$ cat src/rtl/fixfloat_conv_if.sv
// Request/response bundle for the fixed-point <-> IEEE-754 single converter.
// The master issues requests and consumes results; the slave is the converter.
interface fixfloat_conv_if #(
  parameter int POS_W = 5
);
  logic             in_valid;
  logic             in_ready;
  logic             opcode;
  logic [31:0]      targetnumber;
  logic [POS_W-1:0] fixpointpos;
  logic             rmode;
  logic             out_valid;
  logic             out_ready;
  logic [31:0]      result;
  logic             ovf;
  logic             inexact;

  modport master (
    output in_valid, opcode, targetnumber, fixpointpos, rmode, out_ready,
    input  in_ready, out_valid, result, ovf, inexact
  );

  modport slave (
    input  in_valid, opcode, targetnumber, fixpointpos, rmode, out_ready,
    output in_ready, out_valid, result, ovf, inexact
  );
endinterface

$ cat src/rtl/fixfloat_conv.sv
// Iterative signed fixed-point <-> IEEE-754 single converter; one normalising
// or denormalising shift per cycle, with truncate / round-nearest-even.
module fixfloat_conv #(
  parameter int FIX_W = 32,
  parameter int POS_W = 5
) (
  input logic            clk,
  input logic            rst,
  fixfloat_conv_if.slave bus
);

  typedef enum logic [1:0] {S_IDLE, S_WORK, S_ROUND, S_DONE} state_t;

  localparam logic [1:0] K_NORM = 2'd0;
  localparam logic [1:0] K_ZERO = 2'd1;
  localparam logic [1:0] K_SAT  = 2'd2;
  localparam logic [1:0] K_NAN  = 2'd3;

  state_t           state_q, state_d;
  logic             op_q, op_d;
  logic             rmode_q, rmode_d;
  logic             sign_q, sign_d;
  logic             left_q, left_d;
  logic             guard_q, guard_d;
  logic             sticky_q, sticky_d;
  logic [1:0]       kind_q, kind_d;
  logic [POS_W-1:0] pos_q, pos_d;
  logic [5:0]       cnt_q, cnt_d;
  logic [31:0]      work_q, work_d;
  logic [31:0]      result_q, result_d;
  logic             ovf_q, ovf_d;
  logic             inexact_q, inexact_d;

  logic             accept;
  logic             work_done;

  // Request decode, only meaningful on the accepting cycle
  logic [POS_W-1:0] pos_in;
  logic [FIX_W-1:0] fix_in;
  logic [FIX_W-1:0] fix_mag;
  logic [7:0]       f_exp;
  logic [22:0]      f_frac;
  int               e_in;
  int               s_in;

  always_comb begin : decode
    if (32'(bus.fixpointpos) >= 32'(FIX_W)) begin
      pos_in = POS_W'(FIX_W - 1);
    end else begin
      pos_in = bus.fixpointpos;
    end
    fix_in  = bus.targetnumber[FIX_W-1:0];
    fix_mag = fix_in[FIX_W-1] ? (~fix_in + FIX_W'(1)) : fix_in;
    f_exp   = bus.targetnumber[30:23];
    f_frac  = bus.targetnumber[22:0];
    e_in    = int'(f_exp) - 127 + int'(pos_in);
    s_in    = e_in - 23;
  end

  // FSM: state register
  always_ff @(posedge clk) begin
    if (rst) begin
      state_q <= S_IDLE;
    end else begin
      state_q <= state_d;
    end
  end

  // FSM: next state
  always_comb begin : fsm_next
    state_d = state_q;
    case (state_q)
      S_IDLE:  if (accept)        state_d = S_WORK;
      S_WORK:  if (work_done)     state_d = S_ROUND;
      S_ROUND:                    state_d = S_DONE;
      S_DONE:  if (bus.out_ready) state_d = S_IDLE;
      default:                    state_d = S_IDLE;
    endcase
  end

  // FSM: outputs
  always_comb begin : fsm_out
    bus.in_ready  = (state_q == S_IDLE) && !rst;
    bus.out_valid = (state_q == S_DONE);
  end

  assign accept      = bus.in_valid && bus.in_ready;
  assign bus.result  = result_q;
  assign bus.ovf     = ovf_q;
  assign bus.inexact = inexact_q;

  // Float->fixed counts a known shift distance down; fixed->float shifts until the MSB is set.
  assign work_done = (kind_q != K_NORM) || (op_q ? (cnt_q == 6'd0) : work_q[FIX_W-1]);

  // Fixed->float packing from the normalised magnitude
  logic [62:0] x_ext;
  logic [22:0] x_mant;
  logic        x_guard, x_sticky, x_up;
  logic [23:0] x_mant_r;
  logic [7:0]  x_exp;
  logic [31:0] x_res;
  logic        x_inexact;

  always_comb begin : x2f_round
    x_ext = '0;
    x_ext[62 -: (FIX_W-1)] = work_q[FIX_W-2:0];
    x_mant   = x_ext[62:40];
    x_guard  = x_ext[39];
    x_sticky = |x_ext[38:0];
    x_up     = rmode_q & x_guard & (x_sticky | x_mant[0]);
    x_mant_r = {1'b0, x_mant} + 24'(x_up);
    x_exp    = 8'(127 + FIX_W - 1) - 8'(cnt_q) - 8'(pos_q) + 8'(x_mant_r[23]);
    if (kind_q == K_ZERO) begin
      x_res     = 32'h0000_0000;
      x_inexact = 1'b0;
    end else begin
      x_res     = {sign_q, x_exp, x_mant_r[22:0]};
      x_inexact = x_guard | x_sticky;
    end
  end

  // Float->fixed rounding, saturation and negation
  logic                    f_up;
  logic [32:0]             f_mag;
  logic [32:0]             lim_pos, lim_neg;
  logic                    f_sat;
  logic [FIX_W-1:0]        fix_max, fix_min;
  logic signed [FIX_W-1:0] fix_val;
  logic                    f_ovf, f_inexact;
  logic [31:0]             f_res;

  always_comb begin : f2x_round
    f_up      = rmode_q & guard_q & (sticky_q | work_q[0]);
    f_mag     = {1'b0, work_q} + 33'(f_up);
    lim_neg   = 33'd1 << (FIX_W - 1);
    lim_pos   = lim_neg - 33'd1;
    f_sat     = sign_q ? (f_mag > lim_neg) : (f_mag > lim_pos);
    fix_max   = {1'b0, {(FIX_W-1){1'b1}}};
    fix_min   = {1'b1, {(FIX_W-1){1'b0}}};
    fix_val   = '0;
    f_ovf     = 1'b0;
    f_inexact = 1'b0;
    case (kind_q)
      K_NAN: begin
        f_ovf = 1'b1;
      end
      K_SAT: begin
        fix_val = sign_q ? fix_min : fix_max;
        f_ovf   = 1'b1;
      end
      K_ZERO: begin
        f_inexact = sticky_q;
      end
      default: begin
        f_inexact = guard_q | sticky_q;
        if (f_sat) begin
          fix_val = sign_q ? fix_min : fix_max;
          f_ovf   = 1'b1;
        end else if (sign_q) begin
          fix_val = -f_mag[FIX_W-1:0];
        end else begin
          fix_val = f_mag[FIX_W-1:0];
        end
      end
    endcase
    f_res = 32'(fix_val);
  end

  // Datapath next-state
  always_comb begin : datapath
    op_d      = op_q;
    rmode_d   = rmode_q;
    sign_d    = sign_q;
    left_d    = left_q;
    guard_d   = guard_q;
    sticky_d  = sticky_q;
    kind_d    = kind_q;
    pos_d     = pos_q;
    cnt_d     = cnt_q;
    work_d    = work_q;
    result_d  = result_q;
    ovf_d     = ovf_q;
    inexact_d = inexact_q;
    case (state_q)
      S_IDLE: begin
        if (accept) begin
          op_d     = bus.opcode;
          rmode_d  = bus.rmode;
          pos_d    = pos_in;
          guard_d  = 1'b0;
          sticky_d = 1'b0;
          left_d   = 1'b0;
          cnt_d    = 6'd0;
          kind_d   = K_NORM;
          if (!bus.opcode) begin
            sign_d = fix_in[FIX_W-1];
            work_d = '0;
            work_d[FIX_W-1:0] = fix_mag;
            if (fix_mag == '0) kind_d = K_ZERO;
          end else begin
            sign_d = bus.targetnumber[31];
            work_d = {8'h00, 1'b1, f_frac};
            if (f_exp == 8'hFF) begin
              kind_d = (f_frac != 23'd0) ? K_NAN : K_SAT;
            end else if (f_exp == 8'h00) begin
              kind_d   = K_ZERO;
              sticky_d = |f_frac;
            end else if (e_in >= FIX_W) begin
              kind_d = K_SAT;
            end else if (s_in >= 0) begin
              left_d = 1'b1;
              cnt_d  = 6'(s_in);
            end else begin
              // Past 26 right shifts every significand bit has already folded into sticky
              cnt_d = (s_in < -26) ? 6'd26 : 6'(-s_in);
            end
          end
        end
      end
      S_WORK: begin
        if (!work_done) begin
          if (op_q) begin
            cnt_d = cnt_q - 6'd1;
            if (left_q) begin
              work_d = work_q << 1;
            end else begin
              work_d   = work_q >> 1;
              guard_d  = work_q[0];
              sticky_d = sticky_q | guard_q;
            end
          end else begin
            work_d = work_q << 1;
            cnt_d  = cnt_q + 6'd1;
          end
        end
      end
      S_ROUND: begin
        result_d  = op_q ? f_res : x_res;
        ovf_d     = op_q ? f_ovf : 1'b0;
        inexact_d = op_q ? f_inexact : x_inexact;
      end
      default: ;
    endcase
  end

  always_ff @(posedge clk) begin
    if (rst) begin
      op_q      <= 1'b0;
      rmode_q   <= 1'b0;
      sign_q    <= 1'b0;
      left_q    <= 1'b0;
      guard_q   <= 1'b0;
      sticky_q  <= 1'b0;
      kind_q    <= K_NORM;
      pos_q     <= '0;
      cnt_q     <= 6'd0;
      work_q    <= 32'd0;
      result_q  <= 32'd0;
      ovf_q     <= 1'b0;
      inexact_q <= 1'b0;
    end else begin
      op_q      <= op_d;
      rmode_q   <= rmode_d;
      sign_q    <= sign_d;
      left_q    <= left_d;
      guard_q   <= guard_d;
      sticky_q  <= sticky_d;
      kind_q    <= kind_d;
      pos_q     <= pos_d;
      cnt_q     <= cnt_d;
      work_q    <= work_d;
      result_q  <= result_d;
      ovf_q     <= ovf_d;
      inexact_q <= inexact_d;
    end
  end

endmodule
$ cat src/flat_wrapper.sv
// flat-port wrapper written by rule: the top's interface ports become plain ports
module fixfloat_conv_flat 
#(
  parameter int FIX_W = 32,
  parameter int POS_W = 5
)
  (clk, rst, bus_in_valid, bus_opcode, bus_targetnumber, bus_fixpointpos, bus_rmode, bus_out_ready, bus_in_ready, bus_out_valid, bus_result, bus_ovf, bus_inexact);
  fixfloat_conv_if #(.POS_W(POS_W)) bus_i ();
  input logic clk;
  input logic rst;
  input wire logic [$bits(bus_i.in_valid)-1:0] bus_in_valid;
  input wire logic [$bits(bus_i.opcode)-1:0] bus_opcode;
  input wire logic [$bits(bus_i.targetnumber)-1:0] bus_targetnumber;
  input wire logic [$bits(bus_i.fixpointpos)-1:0] bus_fixpointpos;
  input wire logic [$bits(bus_i.rmode)-1:0] bus_rmode;
  input wire logic [$bits(bus_i.out_ready)-1:0] bus_out_ready;
  output wire logic [$bits(bus_i.in_ready)-1:0] bus_in_ready;
  output wire logic [$bits(bus_i.out_valid)-1:0] bus_out_valid;
  output wire logic [$bits(bus_i.result)-1:0] bus_result;
  output wire logic [$bits(bus_i.ovf)-1:0] bus_ovf;
  output wire logic [$bits(bus_i.inexact)-1:0] bus_inexact;
  assign bus_i.in_valid = bus_in_valid;
  assign bus_i.opcode = bus_opcode;
  assign bus_i.targetnumber = bus_targetnumber;
  assign bus_i.fixpointpos = bus_fixpointpos;
  assign bus_i.rmode = bus_rmode;
  assign bus_i.out_ready = bus_out_ready;
  assign bus_in_ready = bus_i.in_ready;
  assign bus_out_valid = bus_i.out_valid;
  assign bus_result = bus_i.result;
  assign bus_ovf = bus_i.ovf;
  assign bus_inexact = bus_i.inexact;
  fixfloat_conv #(.FIX_W(FIX_W), .POS_W(POS_W)) u_core (.clk(clk), .rst(rst), .bus(bus_i));
endmodule
$ cat config.mk
export PLATFORM = sky130hd
export DESIGN_NAME = fixfloat_conv_flat
export DESIGN_NICKNAME = d
export VERILOG_FILES = /design/src/rtl/fixfloat_conv_if.sv /design/src/rtl/fixfloat_conv.sv /design/src/flat_wrapper.sv
export SDC_FILE = /design/constraint.sdc
export NUM_CORES = 1
export LEC_CHECK = 0
export BUFFER_PORTS_ARGS = -buffer_cell sky130_fd_sc_hd__buf_2
export CORE_AREA = 2 2 123 149
export DETAILED_ROUTE_END_ITERATION = 8
export DIE_AREA = 0 0 125 151
export PLACE_DENSITY = 0.8
export SYNTH_ARGS = -nofsm -noshare
export SYNTH_HDL_FRONTEND = slang
export SYNTH_SLANG_ARGS = --single-unit
$ cat constraint.sdc
create_clock -name clk -period 7.1 [get_ports clk]
set_input_delay 0.355 -clock clk [delete_from_list [all_inputs] [get_ports clk]]
set_output_delay 0.355 -clock clk [all_outputs]
set_load 0.03 [all_outputs]
==> metrics <==
Post-Syn Nets=1,601; crit start category=primary input; Reg2Reg Depth=13; clock buffer depth=2; dpl hpwl=26,000 um; Tmin final=4950 ps; cell count of the worst hold path=3; PostCTS Resize Cnt=0; H-tree Lvls=3; area share of fa/ha/maj cells after synthesis=0.0564; WL per Instance=20.1 um; syn avg cell area=6.95 um2; Worst Setup SP=bus_targetnumber[24]; Reg-to-Reg Start=u_core.rmode_q; simple-gate share of the synthesized area=0.316; number of global-route vias before repair=10,500; GP Congestion=0.975; Die Width=125 um; Hold WC Path Type=primary input to flop; DRC=0; endpoints failing hold=0; commonest non-fill, non-tap cells in the layout=nand2_1 (208), nor2_1 (114), a21oi_1 (93), dfxtp_1 (87); top cell type's share of synthesized area=0.166; post-CTS setup buffer count=0; Antenna Violating Nets Remaining=0; Initial Utilization=0.605; Worst EP required=7330 ps; clock tree sinks=87; Final Cycle Share=0.698; io pins=79; min-delay src=bus_rmode; diode count=0; final setup vio count=0; PwrDens=348 nW/um2; Max VDD drop=0.000164 V; XOR/XNOR share of the synthesized area=0.0970; Clock Latency Late Sink=350 ps; largest family of logic cells by synthesized area=simple AND/OR/NAND/NOR gates; Worst-Margin Slew=1240 ps; status=complete, no violations; instance count of the mapped netlist=1,513; GRT overflow=0; cts hold-fix bufs=0; FFs w/ async S/R, synth=0; synth top area cells=dfxtp_1 (17%), nand2_1 (7.4%), xnor2_1 (6.5%), ha_1 (4.9%), a21oi_1 (4.4%); fraction of layout cells with a size suffix above 1=0.108; P_leak=3.98 nW; critical path class=primary input to flop; root buf cell=clkbuf_16; clock-pin transition on the worst setup and hold timing paths=70 ps; Cell Area, Synth=10,500 um2; Yosys cell types=101; Synth-to-Final Area Change=5.76%; RSZ-0062 raised after global routing=no; Die Y=151 um; CTS tree=done; max_slew headroom=0.173; initial antenna violation count=1; number of placement rows=53; hold_ws=215 ps; Total GRT Usage=0.355; global-route wire length before repair=55,200 um; vias=11,700; Achievable Freq=202 MHz; Worst Clk Skew=11.4 ps; pin count of the biggest net entering global routing=87; DIE AREA=18,900 um2; Core ar.=17,400 um2; drt total wl=34,700 um; Worst Path Arrival=5180 ps; CP Capture Type=flop; initial drt markers=1,403; mux contribution to synthesized area=0.0127; compound-cell area share of the yosys netlist=0.288; I/O Buffers=78; routed vias/inst=6.81; TritonCTS Buffers=9; TritonRoute pass-1 iters=6; Nets=1,587; yosys warns=0; crit path max fanout=8; most common cell after layout, fill and taps aside=nand2_1; Slew Viols, Final=0; Main synth FF type=dfxtp_1; FF+latch count, synth=87; Final TNS setup=0 ps; # Max-Cap Violations=0; top cell type by total area after synthesis=dfxtp_1; part of the Yosys area used for sequential elements=0.166; number of enable flip-flop cells after synthesis=0
==> logic make-up after synthesis <==
kind of cell / Yosys count
and+or+nand+nor: 658
AOI/OAI and AO/OA: 432
buffers and inverters: 164
xor gates and xnor gates: 114
DFF: 87
adders and majority gates: 45
muxes: 13
==> synthesized netlist by cell type (14+ instances only) <==
cell        n
and3_1     17
buf_2      14
nand2b_1   17
and2_1     20
nand3_1    74
dfxtp_1    87
inv_1      47
xnor2_1    78
ha_1       41
nand4_1    29
a31oi_1    23
o31ai_1    27
a21oi_1    93
nor3_1     56
a221oi_1   17
clkbuf_1   84
xor2_1     34
nor4_1     24
or3_1      22
o211ai_1   39
nor2_1    115
nand2_1   208
a211oi_1   16
o21ai_0    75
==> critical path: stages <==
cell and delay, ps:
buf_2 160, ha_1 320, nand3_1 130, xnor2_1 140, ha_1 400, and2_2 240
nand3_1 150, a21oi_1 490, nand3_1 180, ha_1 430, and2_1 220, nand2_1 120
nor2_1 250, nand4_1 240, nor4_2 250, nand4b_1 170, a211oi_1 450, a211oi_1 130
a2111oi_0 350
==> registers in the layout, summed over array words and instances, names as in the netlist, 2 cells and up <==
| signal | count |
|---|---|
| u_core.kind_q | 2 |
| u_core.state_q | 2 |
| u_core.cnt_q | 6 |
| u_core.work_q | 32 |
| u_core.bus.result | 32 |
| u_core.pos_q | 5 |
==> path summary, 6_finish.rpt <==
kind                            to  slack (ps)
max                u_core.cnt_q[5]        2150
min                 u_core.rmode_q         210
max reg2reg  u_core.bus.result[26]        2310
min reg2reg   u_core.bus.result[1]         480
==> area by class of cell <==
type | instances | area, um2
Clock buffer | 10 | 239
Clock inverter | 6 | 97.6
Fill cell | 1649 | 6250
Inverter | 49 | 184
Multi-Input combinational cell | 1262 | 8110
Sequential cell | 87 | 1740
Tap cell | 220 | 275
Timing Repair Buffer | 90 | 480
==> power by group <==
part	switching [mW]	internal [mW]	leakage [nW]	total (mW)
clock network	0.229	0.325	0.166	0.554
logic	1.55	0.841	3.11	2.39
registers	0.310	0.618	0.709	0.928
==> per-layer routing <==
| metal | global-route usage | wire length, um | up-vias |
|---|---|---|---|
| met1 | 0.463 | 14400 | 5412 |
| met4 | 0.182 | 1750 | 0 |
| met3 | 0.0413 | 2540 | 126 |
| met2 | 0.580 | 16000 | 640 |
| li1 | - | - | 5568 |
| met5 | 0 | 0 | - |
==> stage by stage <==
stage / util / worst slack [ps] / std cells / power (mW) / cell area [um2]
detailed placement: 0.621 / 1970 / 1708 / 3.23 / 10800
global placement: 0.621 / 2060 / 1708 / 3.19 / 10800
finish: 0.640 / 2150 / 1724 / 3.87 / 11100
global route: 0.640 / 1750 / 1724 / 4.12 / 11100
CTS: 0.640 / 2310 / 1724 / 3.79 / 11100
floorplan: - / 2760 / 1513 / 2.66 / 10500
Note: power is estimated with default switching activity, not from simulation.
